`config.mk`:
```
export PLATFORM = sky130hd
export DESIGN_NAME = serial_pattern_tx
export DESIGN_NICKNAME = d
export VERILOG_FILES = /design/src/rtl/serial_pattern_tx.sv
export SDC_FILE = /design/constraint.sdc
export NUM_CORES = 1
export LEC_CHECK = 0
export BUFFER_PORTS_ARGS = -buffer_cell sky130_fd_sc_hd__buf_2
export CORE_AREA = 3 3 100 54
export DETAILED_ROUTE_END_ITERATION = 10
export DIE_AREA = 0 0 103 57
export PLACE_DENSITY = 0.74
export SLEW_MARGIN = 20
export SYNTH_ARGS = -nofsm -noshare
export SYNTH_HDL_FRONTEND = slang
export SYNTH_SLANG_ARGS = --single-unit
```
`constraint.sdc`:
```
create_clock -name clk -period 1.7 [get_ports clk]
set_input_delay 0 -clock clk [delete_from_list [all_inputs] [get_ports clk]]
set_output_delay 0 -clock clk [all_outputs]
set_load 0.005 [all_outputs]
```
`src/rtl/serial_pattern_tx.sv`:
```
// Serial bit-pattern transmitter: shifts parallel words out MSB-first
// with a programmable idle gap, plus an overlapping-1101 reference model.
module serial_pattern_tx #(
    parameter int WIDTH = 16,
    parameter int CNT_W = 16
) (
    input  logic             clk,
    input  logic             rst,
    input  logic [WIDTH-1:0] din,
    input  logic             din_valid,
    output logic             din_ready,
    input  logic [3:0]       gap_len,
    input  logic             clr_cnt,
    output logic             x,
    output logic             x_valid,
    output logic             z_exp,
    output logic [CNT_W-1:0] match_cnt,
    output logic             busy
);

    localparam int BW = (WIDTH > 1) ? $clog2(WIDTH) : 1;

    typedef enum logic [1:0] {
        IDLE  = 2'd0,
        SHIFT = 2'd1,
        GAP   = 2'd2
    } state_t;

    state_t           state_q, state_d;
    logic [WIDTH-1:0] shreg_q, shreg_d;
    logic [BW-1:0]    bcnt_q, bcnt_d;
    logic [3:0]       gcnt_q, gcnt_d;
    logic             x_q, x_d;
    logic             xv_q, xv_d;
    logic             z_q, z_d;
    logic [2:0]       hist_q, hist_d;
    logic [CNT_W-1:0] cnt_q, cnt_d;
    logic             accept;

    always_comb begin
        din_ready = 1'b0;
        if (!rst) begin
            unique case (state_q)
                IDLE:    din_ready = 1'b1;
                SHIFT:   din_ready = (bcnt_q == '0) && (gcnt_q == 4'd0);
                GAP:     din_ready = (gcnt_q == 4'd1);
                default: din_ready = 1'b0;
            endcase
        end
    end

    assign accept = din_valid & din_ready;

    always_comb begin
        state_d = state_q;
        shreg_d = shreg_q;
        bcnt_d  = bcnt_q;
        gcnt_d  = gcnt_q;
        x_d     = 1'b0;
        xv_d    = 1'b0;
        unique case (state_q)
            IDLE: state_d = IDLE;
            SHIFT: begin
                if (bcnt_q != '0) begin
                    x_d     = shreg_q[WIDTH-1];
                    xv_d    = 1'b1;
                    shreg_d = shreg_q << 1;
                    bcnt_d  = bcnt_q - BW'(1);
                end else if (gcnt_q == 4'd0) begin
                    state_d = IDLE;
                end else begin
                    state_d = GAP;
                end
            end
            GAP: begin
                gcnt_d = gcnt_q - 4'd1;
                if (gcnt_q <= 4'd1) state_d = IDLE;
            end
            default: state_d = IDLE;
        endcase
        // A load overrides whatever the current state would do next
        if (accept) begin
            state_d = SHIFT;
            x_d     = din[WIDTH-1];
            xv_d    = 1'b1;
            shreg_d = din << 1;
            bcnt_d  = BW'(WIDTH - 1);
            gcnt_d  = gap_len;
        end
    end

    // hist holds the last three x values, so z_exp lines up with the final 1
    assign z_d    = (hist_q == 3'b110) & x_d;
    assign hist_d = {hist_q[1:0], x_d};

    always_comb begin
        cnt_d = cnt_q;
        if (clr_cnt)
            cnt_d = '0;
        else if (z_q && (cnt_q != {CNT_W{1'b1}}))
            cnt_d = cnt_q + CNT_W'(1);
    end

    always_ff @(posedge clk) begin
        if (rst) begin
            state_q <= IDLE;
            shreg_q <= '0;
            bcnt_q  <= '0;
            gcnt_q  <= '0;
            x_q     <= 1'b0;
            xv_q    <= 1'b0;
            z_q     <= 1'b0;
            hist_q  <= '0;
            cnt_q   <= '0;
        end else begin
            state_q <= state_d;
            shreg_q <= shreg_d;
            bcnt_q  <= bcnt_d;
            gcnt_q  <= gcnt_d;
            x_q     <= x_d;
            xv_q    <= xv_d;
            z_q     <= z_d;
            hist_q  <= hist_d;
            cnt_q   <= cnt_d;
        end
    end

    assign x         = x_q;
    assign x_valid   = xv_q;
    assign z_exp     = z_q;
    assign match_cnt = cnt_q;
    assign busy      = (state_q != IDLE);

endmodule

```
# Word-level counts from Yosys, hierarchy flattened

Index checks and enable logic that the tools add are counted.

Equality and inequality tests: 9
Add/sub/neg operators: 3
Bitwise logic cells: 2
Magnitude comparators: 1
Multiplexer cells: 21
Reductions and logical operators: 15

Operators with widths:

| operator                | number |
|---|---|
| $mux W16                | 3 |
| $mux W4                 | 5 |
| $add A16 B1 Y16 const B | 1 |
| $ne A16 B16 Y1 const B  | 1 |
| $logic_not A4 Y1        | 2 |
| $mux W1                 | 8 |
| $reduce_bool A2 Y1      | 4 |
| $sub A4 B1 Y4 const B   | 2 |
| $mux W2                 | 3 |
| $ne A3 B3 Y1 const B    | 2 |
| $reduce_and A2 Y1       | 3 |
| $eq A4 B1 Y1 const B    | 1 |
| $le A4 B1 Y1 const B    | 1 |
| $ne A2 B2 Y1 const B    | 2 |
| $pmux W2 S2             | 1 |
| $reduce_bool A4 Y1      | 1 |
| $reduce_or A2 Y1        | 2 |
| $eq A3 B3 Y1 const B    | 1 |
| $pmux W1 S3             | 1 |
| $and A1 B1 Y1           | 2 |
| $eq A2 B1 Y1 const B    | 1 |
| $eq A2 B2 Y1 const B    | 1 |
| $logic_and A1 B1 Y1     | 2 |
| $logic_not A2 Y1        | 1 |

Flip-flop bits (word level): 47
Bits of input ports: 24
Output and inout port bits: 21
Logic and storage cells: 61

# Depth between registers and ports, before layout

Depth after elaboration: 7
Depth in mapped cells: 9
Depth with buffers taken out: 6

# Worst setup path after synthesis

Ideal clock, no wire load.

Path kind: reg2reg
Start point: register bcnt_q[0]
End point: register shreg_q[10]
Required time: 1.613 ns
Cell stages (with the launch flop): 10
Period minus slack after synthesis: 1.830 ns
Library setup time: 0.087 ns
Setup slack: -0.130 ns
Path buffers: 3
Arrival time: 1.743 ns
Path through: dfxtp_1 inv_1 ha_1 nor4b_1 a211o_1 buf_2 and2_1 buf_6 buf_6 o31ai_1

Longest elaborated chain between the ends: 7
Elaborated cells on any way between the ends: 10
Classes of those cells: 3 x mux; 1 x bitwise; 6 x reduce/logical

RTL lines:

| what                                | RTL line | RTL |
|---|---|---|
| from (decl)                         | 31       | `logic [BW-1:0] bcnt_q, bcnt_d;` |
| from (signal assigned)              | 118      | `bcnt_q <= bcnt_d;` |
| $logic_not A4 Y1                    | 45       | `SHIFT: din_ready = (bcnt_q == '0) && (gcnt_q == 4'd0);` |
| $logic_and A1 B1 Y1                 | 45       |  |
| $pmux W1 S3                         | 43       | `unique case (state_q)` |
| $mux W1                             | 42       | `if (!rst) begin` |
| $and A1 B1 Y1                       | 52       | `assign accept = din_valid & din_ready;` |
| $reduce_bool A2 Y1 (no source line) | n/a      |  |
| $reduce_and A2 Y1 (no source line)  | n/a      |  |
| to (signal assigned)                | 117      | `shreg_q <= shreg_d;` |
| to (decl)                           | 30       | `logic [WIDTH-1:0] shreg_q, shreg_d;` |

Several ways; a longest one is shown, not always the timed one.
A chain may end at the register's enable or synchronous reset.

# Worst setup path in the final report

Start point: register gcnt_q[1]
End point: output din_ready

Longest elaborated chain between the ends: 4
Elaborated cells on any way between the ends: 5
Classes of those cells: 1 x eq/ne; 2 x mux; 2 x reduce/logical

RTL lines:

| what                   | RTL line | RTL |
|---|---|---|
| from (decl)            | 32       | `logic [3:0] gcnt_q, gcnt_d;` |
| from (signal assigned) | 119      | `gcnt_q <= gcnt_d;` |
| $logic_not A4 Y1       | 45       |  |
| $logic_and A1 B1 Y1    | 45       |  |
| $pmux W1 S3 *          | 43       |  |
| $mux W1 *              | 42       |  |
| to (decl)              | 11       | `output logic din_ready,` |

Every way passes the cells marked *; elsewhere a longest branch is shown, timed or not.

==> tab_implementation.tex <==
\begin{tabular}{lr}
\hline
Metric & Value \\
\hline
\multicolumn{2}{l}{\textbf{Clock network}} \\
\quad Longest Clk Path Bufs & 2 \\
\quad Clk Latency, worst-skew pair & 0.31 ns \\
\quad Clock-pin slew on the worst setup and hold paths & 0.09 ns \\
\quad H-tree Lvls & 2 \\
\quad Number of sinks driven by the clock tree & 46 \\
\quad CTS Root Cell & clkbuf\_8 \\
\quad CTS Buf Count & 5 \\
\quad Clock tree from TritonCTS & done \\
\multicolumn{2}{l}{\textbf{Timing}} \\
\quad Fin Hold WS & 0.01853 ns \\
\quad Least-Margin Pin Slew & 0.5187 ns \\
\quad Setup total negative slack & -0.2046 ns \\
\quad Setup repair after global routing missed its margin & true \\
\quad Maximum clock frequency & 561.4 MHz \\
\quad Shortest period the worst path allows & 1.781 ns \\
\quad Maximum clock skew at final layout & 0.01400 ns \\
\quad Count of endpoints failing hold in the final timing report & 0 \\
\quad Normalized max-slew margin & 65.35\% \\
\quad Final Worst Setup Slack & -0.08129 ns \\
\quad Final period utilization & 104.8\% \\
\quad Final number of max-transition violations & 0 \\
\quad Total setup violations reported at the end of the flow & 6 \\
\multicolumn{2}{l}{\textbf{Drt}} \\
\quad DR vias & 2309 \\
\quad Wire length per cell & 16.24 um \\
\quad Detail-routed via count per cell & 5.730 \\
\quad Remaining DRCs & 0 \\
\quad DRT antenna net count & 0 \\
\quad Wire length after detailed routing & 6546 um \\
\quad Total iterations of the first detailed-routing run & 4 \\
\quad Starting DRT DRC Count & 122 \\
\multicolumn{2}{l}{\textbf{Run status}} \\
\quad Violations in the final reports & negative setup slack \\
\quad Run status & finished, violations left \\
\multicolumn{2}{l}{\textbf{GRT}} \\
\quad Total routing usage reported by global routing & 20.82\% \\
\quad Grt total ovfl & 0 \\
\quad Largest net degree at the start of global routing & 31 \\
\quad Initial antenna violation count & 0 \\
\quad Via count of the first global-routing pass & 2164 \\
\quad Wire length of the first global-routing pass & 9825 um \\
\multicolumn{2}{l}{\textbf{Yosys}} \\
\quad Share of synthesized area spent on multiplexers & 6.708\% \\
\quad Number of library cell types mapped by synthesis & 46 \\
\quad Synth Area in Adders & 2.795\% \\
\quad Post-synthesis xor/xnor area fraction & 3.130\% \\
\quad Leading cell types by total area after synthesis & dfxtp\_1, o31ai\_1, mux2i\_1, nand3\_1, nor2\_1 \\
\quad Cell type with the largest total area after synthesis & dfxtp\_1 \\
\quad Share of the yosys chip area belonging to registers & 41.14\% \\
\quad Synth top area share & 41.14\% \\
\quad Post-Synthesis Mean Instance Area & 9.026 um2 \\
\quad Number of flops mapped to enable cells by yosys & 0 \\
\quad Main combinational cell family by area after synthesis & simple AND/OR/NAND/NOR gates \\
\quad Post-Synthesis Net Count & 277 \\
\quad Compound-Gate Fraction of Synth Area & 16.99\% \\
\quad Flops \& latches, synth & 46 \\
\quad Cell count after synthesis & 248 \\
\quad Dominant register cell in the synthesized netlist & dfxtp\_1 \\
\quad Most common cell in the netlist & dfxtp\_1 \\
\quad Share of synthesized cell area in and, or, nand and nor gates & 24.54\% \\
\quad Post-Syn Area & 2238 um2 \\
\quad Post-synth top cells & dfxtp\_1, nand3\_1, o31ai\_1, nor2\_1, mux2i\_1 \\
\quad Total number of yosys warnings & 0 \\
\quad Share of flip-flops with an asynchronous set or reset & 0\% \\
\multicolumn{2}{l}{\textbf{Final layout}} \\
\quad Number of antenna cells inserted & 0 \\
\quad Nets & 374 \\
\quad Layout area overhead & 46.56\% \\
\quad Fin area & 3281 um2 \\
\quad Share of final-layout standard cells stronger than drive strength 1 & 34.97\% \\
\multicolumn{2}{l}{\textbf{Floorplan}} \\
\quad Area of the core & 4467 um2 \\
\quad Io pins & 45 \\
\quad DIE AREA & 5871 um2 \\
\quad Die X-Extent & 103 um \\
\quad Number of cell rows & 17 \\
\quad Initial cell density of the core & 50.11\% \\
\quad Overall die height & 57 um \\
\multicolumn{2}{l}{\textbf{Pwr}} \\
\quad Max IR drop VDD & 0.4152 mV \\
\quad Sum of internal, switching and leakage power & 2.633 mW \\
\quad Leakage power total & 1.317 nW \\
\quad Power density of the placed cells & 802.5 nW/um2 \\
\multicolumn{2}{l}{\textbf{Worst setup path}} \\
\quad End of the worst register-to-register path & bcnt\_q[1] \\
\quad Worst-path fanout max & 4 \\
\quad Cell depth of the worst flop-to-flop path & 8 \\
\quad Worst EP required & 1.70 ns \\
\quad Crit path DAT & 1.78 ns \\
\quad Kind of start point of the critical path & register \\
\quad Setup slack of the most critical reg-to-reg path & -0.05 ns \\
\quad Category of the worst setup path capture point & primary output \\
\quad Startpoint-to-endpoint class of the critical path & register to primary output \\
\quad Reg2reg start & gcnt\_q[0] \\
\multicolumn{2}{l}{\textbf{Hold path}} \\
\quad Hold depth & 3 \\
\quad Worst-case hold path end point & gcnt\_q[3] \\
\quad Hold/Removal Path Class & input pin to register \\
\quad Startpoint of the most critical hold path & gap\_len[3] \\
\multicolumn{2}{l}{\textbf{Place}} \\
\quad Detailed placer's ending HPWL & 3814 um \\
\quad Weighted congestion reported at the end of routability-driven placement & 0.7946 \\
\quad Setup slack at placement & -0.04239 ns \\
\quad Instance area after placement & 2713 um2 \\
\quad Buffers on Ports & 44 \\
\multicolumn{2}{l}{\textbf{Flow run}} \\
\quad Max-cap violations & 0 \\
\hline
\end{tabular}
[metal layers]
layer  vias to the layer above  track usage (%)  wire length (um)
met2                        87            37.10              3268
met3                        15            4.884               340
li1                       1119                -                 -
met5                         -                0                 0
met1                      1088            25.24              2801
met4                         0            5.535               134
[critical path, cell delays in order (launching register included)]
cell,delay (ns)
dfxtp_2,0.34
inv_4,0.08
ha_4,0.13
nor3b_1,0.26
a211o_1,0.28
buf_6,0.15
nor2b_4,0.12
buf_2,0.11
[how the worst max path moves through the flow]
stage                         start          end  slack (ns)
after floorplan           gcnt_q[0]  shreg_q[10]     0.00009
after global placement    gcnt_q[1]    gcnt_q[1]        0.01
after detailed placement  bcnt_q[0]  shreg_q[11]       -0.04
after CTS                 gcnt_q[0]    din_ready       -0.07
after global routing      gcnt_q[1]    din_ready       -0.18
final                     gcnt_q[1]    din_ready       -0.08
[cell families after synthesis]
group           count (synthesis)
compound gates                 55
xor+xnor                        8
fa+ha+maj                       5
buf+inv                        23
flops                          46
mux                            15
simple gates                   96
[sequential cells by signal (all words and copies together), names as in the netlist]
| signal | cells |
|---|---|
| bcnt_q | 4 |
| gcnt_q | 4 |
| hist_q | 3 |
| match_cnt | 16 |
| shreg_q | 15 |
| state_q | 2 |
| x_valid | 1 |
| z_exp | 1 |
[power by group]
group | switching [mW] | internal (mW)
registers | 0.0699 | 1.15
logic | 0.264 | 0.316
clock network | 0.396 | 0.439
[repair_timing]
action / CTS / global route
cloned: 0 / 2
hold endpoints to repair: 20 / 0
hold buffers: 21 / 0
pin swaps: 4 / 3
buffers inserted: 5 / 3
endpoints found under the setup margin: 23 / 25
gates resized for setup: 15 / 16
[stage by stage]
stage	instances	utilization, %
2_1_floorplan	248	-
3_3_place_gp	365	60.73
3_5_place_dp	365	60.73
4_1_cts	399	70.45
5_1_grt	403	73.45
6_report	403	73.45
[cell usage in the layout (no fill, tap or decap), drive strengths merged, types with 2 or more instances in the layout]
| cell type | netlist | layout |
|---|---|---|
| nand3 | 24 | 24 |
| xnor2 | 4 | 4 |
| inv | 11 | 11 |
| nand2 | 11 | 11 |
| buf | 5 | 79 |
| nor3 | 7 | 7 |
| nor3b | 2 | 2 |
| clkbuf | 7 | 8 |
| o41ai | 2 | 2 |
| nor2 | 19 | 19 |
| dfxtp | 46 | 46 |
| nor2b | 8 | 8 |
| nor4 | 3 | 3 |
| nor4b | 2 | 2 |
| a32oi | 2 | 2 |
| ha | 5 | 5 |
| mux2i | 15 | 15 |
| dlygate4sd3 | 0 | 21 |
| a21oi | 12 | 12 |
| o21ai | 7 | 7 |
| o211ai | 3 | 3 |
| or2 | 2 | 2 |
| xor2 | 4 | 4 |
| or4 | 5 | 5 |
| o31ai | 21 | 21 |
| and4 | 3 | 3 |
| nand4 | 4 | 4 |
[layout make-up]
type / instances / area, um2
Clock buffer: 6 / 72.57
Clock inverter: 2 / 37.54
Fill cell: 315 / 1186
Inverter: 11 / 46.29
Multi-Input combinational cell: 179 / 1348
Sequential cell: 46 / 929.6
Tap cell: 57 / 71.32
Timing Repair Buffer: 102 / 775.7
Note: power is estimated with default switching activity, not from simulation.
